===== config.mk =====
export PLATFORM = sky130hd
export DESIGN_NAME = data_mem_arbiter
export DESIGN_NICKNAME = d
export VERILOG_FILES = /design/src/rtl/data_mem_arbiter_pkg.sv /design/src/rtl/data_mem_arbiter_starve.sv /design/src/rtl/data_mem_arbiter.sv
export SDC_FILE = /design/constraint.sdc
export NUM_CORES = 1
export LEC_CHECK = 0
export ABC_CLOCK_PERIOD_IN_PS = 1700
export BUFFER_PORTS_ARGS = -buffer_cell sky130_fd_sc_hd__buf_2
export CAP_MARGIN = 20
export CORE_MARGIN = 8
export CORE_UTILIZATION = 36
export CTS_CLUSTER_SIZE = 8
export DETAILED_ROUTE_END_ITERATION = 10
export GPL_TIMING_DRIVEN = 0
export PLACE_DENSITY = 0.8
export RECOVER_POWER = 50
export SLEW_MARGIN = 20
export SYNTH_ARGS = -nofsm -noshare
export SYNTH_HDL_FRONTEND = slang
export SYNTH_SLANG_ARGS = --single-unit

===== constraint.sdc =====
create_clock -name clk -period 1.7 [get_ports clk]
set_input_delay 0.17 -clock clk [delete_from_list [all_inputs] [get_ports clk]]
set_output_delay 0.17 -clock clk [all_outputs]
set_load 0.02 [all_outputs]

===== src/rtl/data_mem_arbiter_pkg.sv =====
// Purpose: shared constants and request bundle for the data-memory arbiter.
// Latency: n/a (types and constants only).
// Backpressure: n/a.
package data_mem_arbiter_pkg;

  localparam logic PORT_CPU = 1'b0;
  localparam logic PORT_DMA = 1'b1;

  localparam int          DMEM_WORDS      = 4096;
  localparam logic [15:0] DMEM_ADDR_LIMIT = 16'h2000;

  // One requester's access, as seen by the memory mux.
  typedef struct packed {
    logic        we;
    logic [15:0] addr;
    logic [15:0] wdata;
  } mem_req_t;

endpackage


===== src/rtl/data_mem_arbiter_starve.sv =====
// Purpose: counts port-0 wins while port 1 waits and forces a port-1 grant at the limit.
// Latency: force1 is combinational from the registered count.
// Backpressure: none; the count clears whenever port 1 is served or stops asking.
module data_mem_arbiter_starve
  import data_mem_arbiter_pkg::*;
#(
  parameter int MAX_CONSEC = 4
) (
  input  logic clk,
  input  logic rst_n,
  input  logic req1,
  input  logic gnt0,
  input  logic gnt1,
  output logic force1
);

  logic [3:0] cnt;

  assign force1 = req1 & (cnt == 4'(MAX_CONSEC));

  // Track how many times in a row port 1 has been passed over.
  always_ff @(posedge clk or negedge rst_n) begin
    if (!rst_n) begin
      cnt <= '0;
    end else if (gnt1 || !req1) begin
      cnt <= '0;
    end else if (gnt0) begin
      cnt <= cnt + 4'd1;
    end
  end

endmodule


===== src/rtl/data_mem_arbiter.sv =====
// Purpose: shares the single-port data memory between the CPU (port 0) and the DMA (port 1).
// Latency: grant and memory drive are combinational; read data returns one cycle after grant.
// Backpressure: requesters hold req until gnt; port 0 has priority, port 1 is forced after MAX_CONSEC losses.
module data_mem_arbiter
  import data_mem_arbiter_pkg::*;
#(
  parameter int          MAX_CONSEC = 4,
  parameter logic [15:0] ADDR_LIMIT = DMEM_ADDR_LIMIT
) (
  input  logic        clk,
  input  logic        rst_n,
  input  logic        req0,
  input  logic        we0,
  input  logic [15:0] addr0,
  input  logic [15:0] wdata0,
  output logic        gnt0,
  output logic        rvalid0,
  output logic [15:0] rdata0,
  input  logic        req1,
  input  logic        we1,
  input  logic [15:0] addr1,
  input  logic [15:0] wdata1,
  output logic        gnt1,
  output logic        rvalid1,
  output logic [15:0] rdata1,
  output logic        err,
  output logic        mem_we,
  output logic [15:0] mem_addr,
  output logic [15:0] mem_wdata,
  input  logic [15:0] mem_rdata
);

  mem_req_t    req_p0;
  mem_req_t    req_p1;
  mem_req_t    req_sel;
  logic        req0_act;
  logic        req1_act;
  logic        force1;
  logic        any_gnt;
  logic        in_range;
  logic        rd_vld_q;
  logic        rd_owner_q;
  logic        rd_inr_q;
  logic [15:0] rd_dat;
  logic [15:0] rdata0_q;
  logic [15:0] rdata1_q;

  // Grants are held off while reset is asserted so nothing reaches the memory.
  assign req0_act = req0 & rst_n;
  assign req1_act = req1 & rst_n;

  data_mem_arbiter_starve #(
    .MAX_CONSEC(MAX_CONSEC)
  ) u_starve (
    .clk   (clk),
    .rst_n (rst_n),
    .req1  (req1_act),
    .gnt0  (gnt0),
    .gnt1  (gnt1),
    .force1(force1)
  );

  assign gnt1    = req1_act & (~req0_act | force1);
  assign gnt0    = req0_act & ~gnt1;
  assign any_gnt = gnt0 | gnt1;

  // With no grant the mux rests on port 0; mem_we keeps the memory untouched.
  assign req_p0  = {we0, addr0, wdata0};
  assign req_p1  = {we1, addr1, wdata1};
  assign req_sel = gnt1 ? req_p1 : req_p0;

  assign in_range  = (req_sel.addr < ADDR_LIMIT);
  assign mem_we    = any_gnt & req_sel.we & in_range;
  assign mem_addr  = req_sel.addr;
  assign mem_wdata = req_sel.wdata;

  // Remember who issued this cycle's read so the next cycle's memory data can be steered.
  always_ff @(posedge clk or negedge rst_n) begin
    if (!rst_n) begin
      rd_vld_q   <= 1'b0;
      rd_owner_q <= PORT_CPU;
      rd_inr_q   <= 1'b0;
    end else begin
      rd_vld_q   <= any_gnt & ~req_sel.we;
      rd_owner_q <= gnt1 ? PORT_DMA : PORT_CPU;
      rd_inr_q   <= in_range;
    end
  end

  // Out-of-range reads still complete, but return zero rather than aliased memory.
  assign rd_dat  = rd_inr_q ? mem_rdata : 16'h0000;
  assign rvalid0 = rd_vld_q & (rd_owner_q == PORT_CPU);
  assign rvalid1 = rd_vld_q & (rd_owner_q == PORT_DMA);
  assign rdata0  = rvalid0 ? rd_dat : rdata0_q;
  assign rdata1  = rvalid1 ? rd_dat : rdata1_q;

  // Keep each port's last returned word visible between reads.
  always_ff @(posedge clk or negedge rst_n) begin
    if (!rst_n) begin
      rdata0_q <= 16'h0000;
      rdata1_q <= 16'h0000;
    end else begin
      if (rvalid0) rdata0_q <= rd_dat;
      if (rvalid1) rdata1_q <= rd_dat;
    end
  end

  // Any granted out-of-range access latches the error until reset.
  always_ff @(posedge clk or negedge rst_n) begin
    if (!rst_n) begin
      err <= 1'b0;
    end else if (any_gnt && !in_range) begin
      err <= 1'b1;
    end
  end

endmodule


## Word-level counts from Yosys, hierarchy flattened

Index checks and enable logic that the tools add are counted.

| cells by class | value |
|---|---|
| add/subtract/negate cells | 1 |
| order comparisons | 1 |
| equal/unequal tests | 1 |
| multiplexer cells | 7 |
| bitwise logic cells | 16 |
| reductions and logical operators | 5 |

Operator list:

| cell | number |
|---|---|
| 16-bit two-way mux | 3 |
| 33-bit two-way mux | 1 |
| 16-bit by 14-bit < comparator with 1-bit output, second input constant | 1 |
| 1-bit bitwise AND | 10 |
| 4-bit two-way mux | 2 |
| 4-bit by 1-bit adder with 4-bit output, second input constant | 1 |
| 4-bit by 3-bit equality test with 1-bit output, second input constant | 1 |
| 1-bit NOT | 4 |
| 1-bit logical NOT | 2 |
| 1-bit OR | 2 |
| 2-bit nonzero test | 1 |
| 1-bit logical AND | 1 |
| 1-bit logical OR | 1 |
| 1-bit two-way mux | 1 |

| word-level totals | value |
|---|---|
| bits in registers | 40 |
| input port bits | 86 |
| output and inout port bits | 70 |
| word-level logic and storage cells | 38 |

## Longest topological paths before layout

Gate-level depths: netlist of the first run.

| depth | value |
|---|---|
| word-level depth | 9 |
| gate-level depth with buffers | 6 |
| gate-level depth less buffers | 5 |

## Cells and area by module

A second synthesis of the first run with hierarchy kept.

| unflattened totals | value |
|---|---|
| cells, all modules | 207 |
| area total of the unflattened synthesis | 2190.9 um^2 |

By module, submodules not included:

| module | times used | cells an instance | area an instance (um^2) | sequential area each (um^2) |
|---|---|---|---|---|
| data_mem_arbiter | 1 | 186 | 1959.4 | 900.9 |
| data_mem_arbiter_starve | 1 | 21 | 231.5 | 100.1 |

## Worst setup path after synthesis of the first run

OpenSTA, ideal clock, no wires.

| timing path | value |
|---|---|
| path type | register -> output |
| start point | reg u_starve.cnt[0] |
| end point | out mem_we |
| arrival | 1.650 ns |
| data required time | 1.530 ns |
| path slack | -0.120 ns |
| cell stages (with the launch flop) | 7 |
| buffers on the path | 1 |
| cell sequence | dfrtp_1 > inv_1 > ha_1 > nand3b_4 > a21oi_4 > buf_6 > mux2i_1 |

| between the ends | value |
|---|---|
| word-level cells in the longest chain between the ends | 9 |
| elaborated cells between the ends (all ways) | 11 |
| classes of those cells | 1 x order compare; 1 x eq/ne; 1 x mux; 8 x bitwise |

Ends and longest elaborated chain:

| item | line | RTL |
|---|---|---|
| start: declaration | data_mem_arbiter_starve.sv:17 | `logic [3:0] cnt;` |
| start signal: assignment | data_mem_arbiter_starve.sv:28 | `cnt <= cnt + 4'd1;` |
| 4-bit by 3-bit equality test with 1-bit output (*) | data_mem_arbiter_starve.sv:19 | `assign force1 = req1 & (cnt == 4'(MAX_CONSEC));` |
| 1-bit bitwise AND (*) | data_mem_arbiter_starve.sv:19 |  |
| 1-bit OR (*) | data_mem_arbiter.sv:63 | `assign gnt1 = req1_act & (~req0_act \| force1);` |
| 1-bit bitwise AND (*) | data_mem_arbiter.sv:63 |  |
| named net gnt1 | data_mem_arbiter.sv:23 | `output logic gnt1,` |
| branches (longest 4 deep; another with 16-bit by 14-bit < comparator with 1-bit output) | n/a |  |
| 1-bit bitwise AND (*) | data_mem_arbiter.sv:73 | `assign mem_we = any_gnt & req_sel.we & in_range;` |
| end: declaration | data_mem_arbiter.sv:27 | `output logic mem_we,` |

Mark *: on every way through the listed nets, which the timed path passes.

## Worst setup path in the final report of the first run

| timing path | value |
|---|---|
| start point | reg u_starve.cnt[1] |
| end point | out mem_addr[14] |

| between the ends | value |
|---|---|
| word-level cells in the longest chain between the ends | 5 |

Ends and longest elaborated chain:

| item | line | RTL |
|---|---|---|
| 4-bit by 3-bit equality test with 1-bit output | data_mem_arbiter_starve.sv:19 |  |
| 1-bit bitwise AND | data_mem_arbiter_starve.sv:19 |  |
| 1-bit OR | data_mem_arbiter.sv:63 |  |
| 1-bit bitwise AND | data_mem_arbiter.sv:63 |  |
| 33-bit two-way mux | data_mem_arbiter.sv:70 | `assign req_sel = gnt1 ? req_p1 : req_p0;` |
| end: declaration | data_mem_arbiter.sv:28 | `output logic [15:0] mem_addr,` |

No other way between the ends.

==> results of run 1 <==
path summary, 6_finish.rpt:
| kind | startpoint | endpoint |
|---|---|---|
| worst max-delay path | u_starve.cnt[1]$_DFFE_PN0P_ | mem_addr[14] |
| worst min-delay path | we1 | rd_vld_q$_DFF_PN0_ |
| worst max register to register | u_starve.cnt[1]$_DFFE_PN0P_ | rd_inr_q$_DFF_PN0_ |
| worst min register to register | rdata0_q[2]$_DFF_PN0_ | rdata0_q[2]$_DFF_PN0_ |
| max in group asynchronous | rst_n | rd_inr_q$_DFF_PN0_ |
| min in group asynchronous | rst_n | rdata0_q[10]$_DFF_PN0_ |
what timing repair did:
action / in CTS / in global routing
endpoints found under the hold margin: 40 / 40
setup buffers: 8 / 5
setup endpoints to repair: 67 / 67
pin swaps: 2 / 2
gates resized for setup: 139 / 50
cloned: 3 / 0
flip-flops by register name, summed over array words and instances (netlist names):
register      count
rdata0_q         16
rdata1_q         16
u_starve.cnt      4
err               1
rd_inr_q          1
rd_owner_q        1
rd_vld_q          1
routing by layer:
| layer | wire (um) | share of wire |
|---|---|---|
| met1 | 3110 | 0.35 |
| met2 | 4450 | 0.50 |
| met3 | 1050 | 0.12 |
| met4 | 231 | 0.026 |
| met5 | 0 | 0 |
synth_stat cells:
cell type	instances
xnor2_1	1
nand3b_4	1
clkbuf_1	8
nor3_1	2
buf_6	3
dfrtp_1	40
nor2_1	4
or2_2	2
nand4_1	1
mux2_2	32
a21oi_1	1
o2111ai_1	1
a211oi_1	1
nand3_1	1
or3_1	1
ha_1	2
inv_1	7
o21ai_0	33
nand3b_1	1
o31ai_1	1
nand2_1	52
a21oi_4	1
xor2_1	1
nand2b_1	1
mux2i_1	2
o211a_1	1
power breakdown:
group | switching (mW) | internal (mW)
combinational | 0.577 | 0.448
sequential | 0.0348 | 1.07
clock | 0.314 | 0.324
total | 0.926 | 1.84
cell families (layout without fill, tap and decap cells):
| kind of cell | Yosys count | count (layout) | synth area share |
|---|---|---|---|
| buf+inv | 18 | 196 | 0.0446 |
| fa+ha+maj | 2 | 2 | 0.0124 |
| simple gates | 66 | 66 | 0.141 |
| other cells | 0 | 1 | 0 |
| xor+xnor | 2 | 2 | 0.00868 |
| compound gates | 39 | 39 | 0.109 |
| mux | 34 | 34 | 0.188 |
| flops | 40 | 40 | 0.496 |
per-stage QoR:
stage / cells / hold WS (ns) / setup WS [ns]
after floorplan: 201 / -0.126 / -0.0522
after global placement: 428 / 0.365 / -0.776
after detailed placement: 428 / 0.373 / -0.816
after CTS: 446 / -0.123 / -0.424
after global routing: 452 / 0.0847 / -0.430
final: 452 / 0.0856 / -0.364
critical path, cell delays in order (launching register included):
cell and delay [ns]:
dfrtp_1 0.39, inv_2 0.07, ha_4 0.14, nand3b_4 0.09
a21oi_4 0.18, buf_6 0.15, buf_8 0.14, mux2_4 0.32
buf_6 0.14
final cells by class:
cell class	count	area, um^2	share of cell area
multi-input combinational	143	1120	0.312
clock buffer	6	82.6	0.0230
sequential	40	1000	0.279
tap	72	90.1	0.0251
antenna	1	2.50	0.000696
buffer	10	86.3	0.0240
timing repair buffer	171	1170	0.327
inverter	7	26.3	0.00731
clock inverter	2	10.0	0.00278
==> key figures, run 1 <==
Place
  – Port Buffer Count: 155
  – Placed cell area: 0.00293 mm^2
  – Routability cong.: 0.835
  – Final HPWL DP: 5.78 mm

Critical path
  – R2r worst-path depth: 6
  – WS Path Type: reg -> out
  – CP Launch Type: register
  – WP data required: 1.53 ns
  – Worst-path fanout max: 6
  – R2R Setup Slk: 0.21 ns
  – CP endpoint kind: primary output
  – CP Data Arrival Time: 1.89 ns

STA
  – RSZ-0062 raised after global routing: true
  – Final setup slack of the worst path: -0.364 ns
  – Fmax: 484 MHz
  – Fin crit share: 1.21
  – Slew headroom: 0.359
  – Final hold vios: 0
  – Setup violators final: 63
  – Max-slew violation count: 0
  – TNS Setup: -16.12 ns
  – Min Tclk post-route: 2.06 ns
  – Worst Skew: 0.00395 ns
  – Slew @ Worst Pin: 0.962 ns

Yosys
  – Post-Synthesis Cells: 201
  – Post-synth cell types: 26
  – Area leader, netlist: dfrtp_1
  – Synth warn: 0
  – Syn Std Cell Area: 0.00202 mm^2
  – Seq/Total Area, Yosys: 0.496
  – Top cells by area, synth: dfrtp_1, mux2_2, nand2_1, o21ai_0, buf_6
  – Yosys reg bits: 40
  – Mean post-synth cell area: 10.0 um^2
  – Synthesized net count: 289
  – Synth top area share: 0.496

Routing
  – Via count: 2,284
  – TritonRoute pass-1 iters: 4
  – # DRC: 0
  – Routed wire length: 8.85 mm
  – Routed length per placed instance: 19.6 um
  – Final ANT Viol Nets: 0
  – Initial DRC count: 64
  – Vias/cell: 5.05

Power
  – LEAKAGE: 1.91 nW
  – Worst VDD drop: 0.397 mV
  – Pwr Density: 770 mW/mm^2
  – Total power: 2.77 mW

Cells and area
  – # nets final: 466
  – Most frequent cells in the layout: buf_2, nand2_1, buf_6
  – Fillers: 431
  – Design area: 0.00359 mm^2
  – P&R area growth vs syn: 78.1%
  – Post-layout util: 0.657
  – Share of cells above drive strength 1: 0.633
  – Most common cell after layout, fill and taps aside: buf_2

Die
  – Initial Util: 0.369
  – # IOs: 156
  – Area of the die: 0.00826 mm^2
  – Row count: 27
  – Die height: 90.9 um
  – Core ar.: 0.00547 mm^2
  – Die X: 90.9 um

Global route
  – M3 GR Usage: 0.108
  – Global-route track usage on met1: 0.209
  – First-pass GRT wire length: 13.5 mm
  – Largest net degree at the start of global routing: 47
  – Grt ovf: 0
  – Layer carrying the most global-route usage: met2
  – Grt met2 use: 0.350
  – GRT Total Usage: 0.204
  – Vias in the first global route: 2,573
  – Initial antenna violation count: 1

Clock network
  – H-Tree Level Count: 2
  – Sink Count: 40
  – Clock Latency Late Sink: 0.28 ns
  – CTS tree: yes
  – CTS root buf: clkbuf_8
  – Clk slew on worst S/H paths: 0.07 ns
  – CTS buffer count: 5
  – Clk buf depth: 2

Status
  – Outcome: complete, but fails checks
  – Failing checks: negative setup slack

Run
  – Max-Cap Viols: 0

Min path
  – Hold Crit Class: in -> reg
  – Worst hold path depth: 2
(Power assumes the default switching activity.)
==> inputs of run 2 (changes only) <==
--- a/config.mk
+++ b/config.mk
@@ -15,6 +15,7 @@
 export GPL_TIMING_DRIVEN = 0
 export PLACE_DENSITY = 0.8
 export RECOVER_POWER = 50
+export REMOVE_ABC_BUFFERS = 1
 export SLEW_MARGIN = 20
 export SYNTH_ARGS = -nofsm -noshare
 export SYNTH_HDL_FRONTEND = slang
==> run 2 against run 1 <==
Net effect: the run still ends with negative setup slack left; clock power increased by 18%; clock-buffer cell count unchanged; cell count increased by 0.44%; total power increased by 3.8%; maximum frequency decreased by 5.4%; sequential share of layout area decreased by 0.070 points; utilization increased by 0.41 points.
==> key figures, run 2 (synthesis gave the netlist of run 1 again) <==
Global route
  – Vias in the first global route: 2,554
  – First-pass GRT wire length: 12.9 mm
  – Initial antenna violation count: 2
  – Grt ovf: 0
  – Largest net degree at the start of global routing: 41
  – GRT Total Usage: 0.195

Routing
  – Initial DRC count: 86
  – TritonRoute pass-1 iters: 4
  – Routed length per placed instance: 22.3 um
  – Via count: 2,359
  – Final ANT Viol Nets: 0
  – Vias/cell: 5.20
  – # DRC: 0
  – Routed wire length: 10.1 mm

Die
  – Die height: 90.9 um
  – Row count: 27
  – Die X: 90.9 um
  – Area of the die: 0.00826 mm^2
  – Initial Util: 0.369
  – # IOs: 156
  – Core ar.: 0.00547 mm^2

Power
  – LEAKAGE: 1.91 nW
  – Seq pwr share: 0.386
  – Internal power: 1.94 mW
  – Sw Pwr: 0.934 mW
  – Pwr Density: 795 mW/mm^2
  – Comb power frac: 0.353
  – Clock share of power: 0.261
  – Switch share: 0.325
  – Total power: 2.87 mW
  – Worst VDD drop: 0.543 mV

Clock network
  – Clock Latency Late Sink: 0.28 ns
  – H-Tree Level Count: 2
  – Sink Count: 40
  – CTS tree: yes
  – Clk buf depth: 2
  – Clk slew on worst S/H paths: 0.07 ns
  – CTS root buf: clkbuf_8
  – CTS buffer count: 5

STA
  – Min Tclk post-route: 2.18 ns
  – Slew @ Worst Pin: 0.987 ns
  – Fin crit share: 1.28
  – Max-slew violation count: 0
  – Setup violators final: 63
  – Fmax: 458 MHz
  – Slew headroom: 0.342
  – Worst Skew: 0.00318 ns
  – Final setup slack of the worst path: -0.482 ns
  – Final hold vios: 0
  – RSZ-0062 raised after global routing: true

Cells and area
  – Share of cells above drive strength 1: 0.595
  – Most frequent cells in the layout: buf_2, nand2_1, buf_6
  – Multi-input logic area: 0.00110 mm^2
  – Final cell count without fillers: 454
  – Most common cell after layout, fill and taps aside: buf_2
  – # nets final: 467
  – Top flop regs: rdata0_q (16), rdata1_q (16), u_starve.cnt (4)
  – Storage cell area: 0.00101 mm^2
  – Post-layout util: 0.661
  – Fillers: 387
  – P&R area growth vs syn: 79.2%

Critical path
  – R2r worst-path depth: 9
  – R2R Setup Slk: 0.05 ns
  – Critical Path Max Stage Delay: 0.39 ns
  – WP data required: 1.53 ns
  – Critical-path top delay cell: dfrtp_1
  – Worst-path cell chain: inv_1 -> ha_2 -> nand3b_4 -> buf_6 -> a21oi_4 -> buf_8 -> mux2_4 -> buf_6
  – R2r endpoint: rd_vld_q$_DFF_PN0_
  – CP Data Arrival Time: 2.01 ns
  – CP endpoint kind: primary output
  – Worst-path fanout max: 8
  – CP Launch Type: register
  – Reg2reg start: u_starve.cnt[0]$_DFFE_PN0P_
  – WS Path Type: reg -> out
  – Most frequent cell on the critical path: buf_6

Place
  – Port Buffer Count: 155
  – Pre-CTS setup slack: -1.20 ns
  – Routability cong.: 0.851
  – Final HPWL DP: 5.54 mm
  – Placed insts: 417

Min path
  – Hold path endpoint: rd_vld_q$_DFF_PN0_
  – Worst hold path depth: 2
  – Worst Min Path Start: we1
  – Hold Crit Class: in -> reg

Status
  – Failing checks: negative setup slack
  – Outcome: complete, but fails checks

Run
  – Max-Cap Viols: 0
==> run 2: area by class of cell <==
| type | count | share of cell area |
|---|---|---|
| inverter | 7 | 0.00726 |
| multi-input combinational | 147 | 0.304 |
| tap | 72 | 0.0249 |
| antenna | 2 | 0.00138 |
| sequential | 40 | 0.278 |
| clock buffer | 6 | 0.0201 |
| clock inverter | 2 | 0.00969 |
| timing repair buffer | 178 | 0.355 |
==> run 2: repair_timing <==
item / CTS / global route
gates cloned: 3 / 5
gates resized for setup: 82 / 67
endpoints found under the hold margin: 40 / 0
setup endpoints to repair: 72 / 68
pin swaps: 3 / 0
setup buffers: 11 / 8
hold buffers: 2 / 0
==> run 2: how the worst max path moves through the flow <==
stage | start | endpoint | slack (ns) | cells after the start
6_report | u_starve.cnt[0]$_DFFE_PN0P_ | mem_addr[10] | -0.48 | 8
5_1_grt | u_starve.cnt[0]$_DFFE_PN0P_ | mem_we | -0.54 | 9
4_1_cts | u_starve.cnt[1]$_DFFE_PN0P_ | mem_wdata[11] | -0.43 | 8
3_5_place_dp | rst_n | mem_wdata[4] | -1.20 | 5
3_3_place_gp | rst_n | mem_wdata[12] | -1.14 | 5
2_1_floorplan | u_starve.cnt[0]$_DFFE_PN0P_ | mem_we | -0.47 | 5
==> run 2: routing by layer <==
metal | global-route usage | wire, um
met1 | 0.195 | 3690
met4 | 0.0859 | 308
met5 | 0 | 0
met3 | 0.0931 | 1040
met2 | 0.337 | 5070
==> run 2: power by group through the flow <==
stage                     combinational (mW)  sequential, mW  clock, mW
after floorplan                        0.439            1.12          0
final                                   1.01            1.11      0.751
after global routing                    1.08            1.12      0.823
after global placement                 0.762            1.12          0
after CTS                              0.899            1.11      0.776
after detailed placement               0.779            1.13          0
==> run 2: metrics by stage <==
step / TNS, ns / instance area [um^2] / hold slack (ns)
finish: -18.36 / 3620 / 0.0850
global route: -24.01 / 3620 / 0.0823
CTS: -13.45 / 3350 / 0.0637
detailed placement: -46.21 / 2820 / 0.369
global placement: -42.75 / 2820 / 0.367
floorplan: -14.46 / 1950 / -0.126
==> run 2: worst max-delay path: cells and delay by family, from the launching register on <==
family / cells / cell delay, ns
AND/OR/NAND/NOR: 1 / 0.11
buffers and inverters: 4 / 0.53
AO/OA/AOI/OAI: 1 / 0.19
adder cells (fa/ha/maj): 1 / 0.19
multiplexers: 1 / 0.32
flip-flops: 1 / 0.39
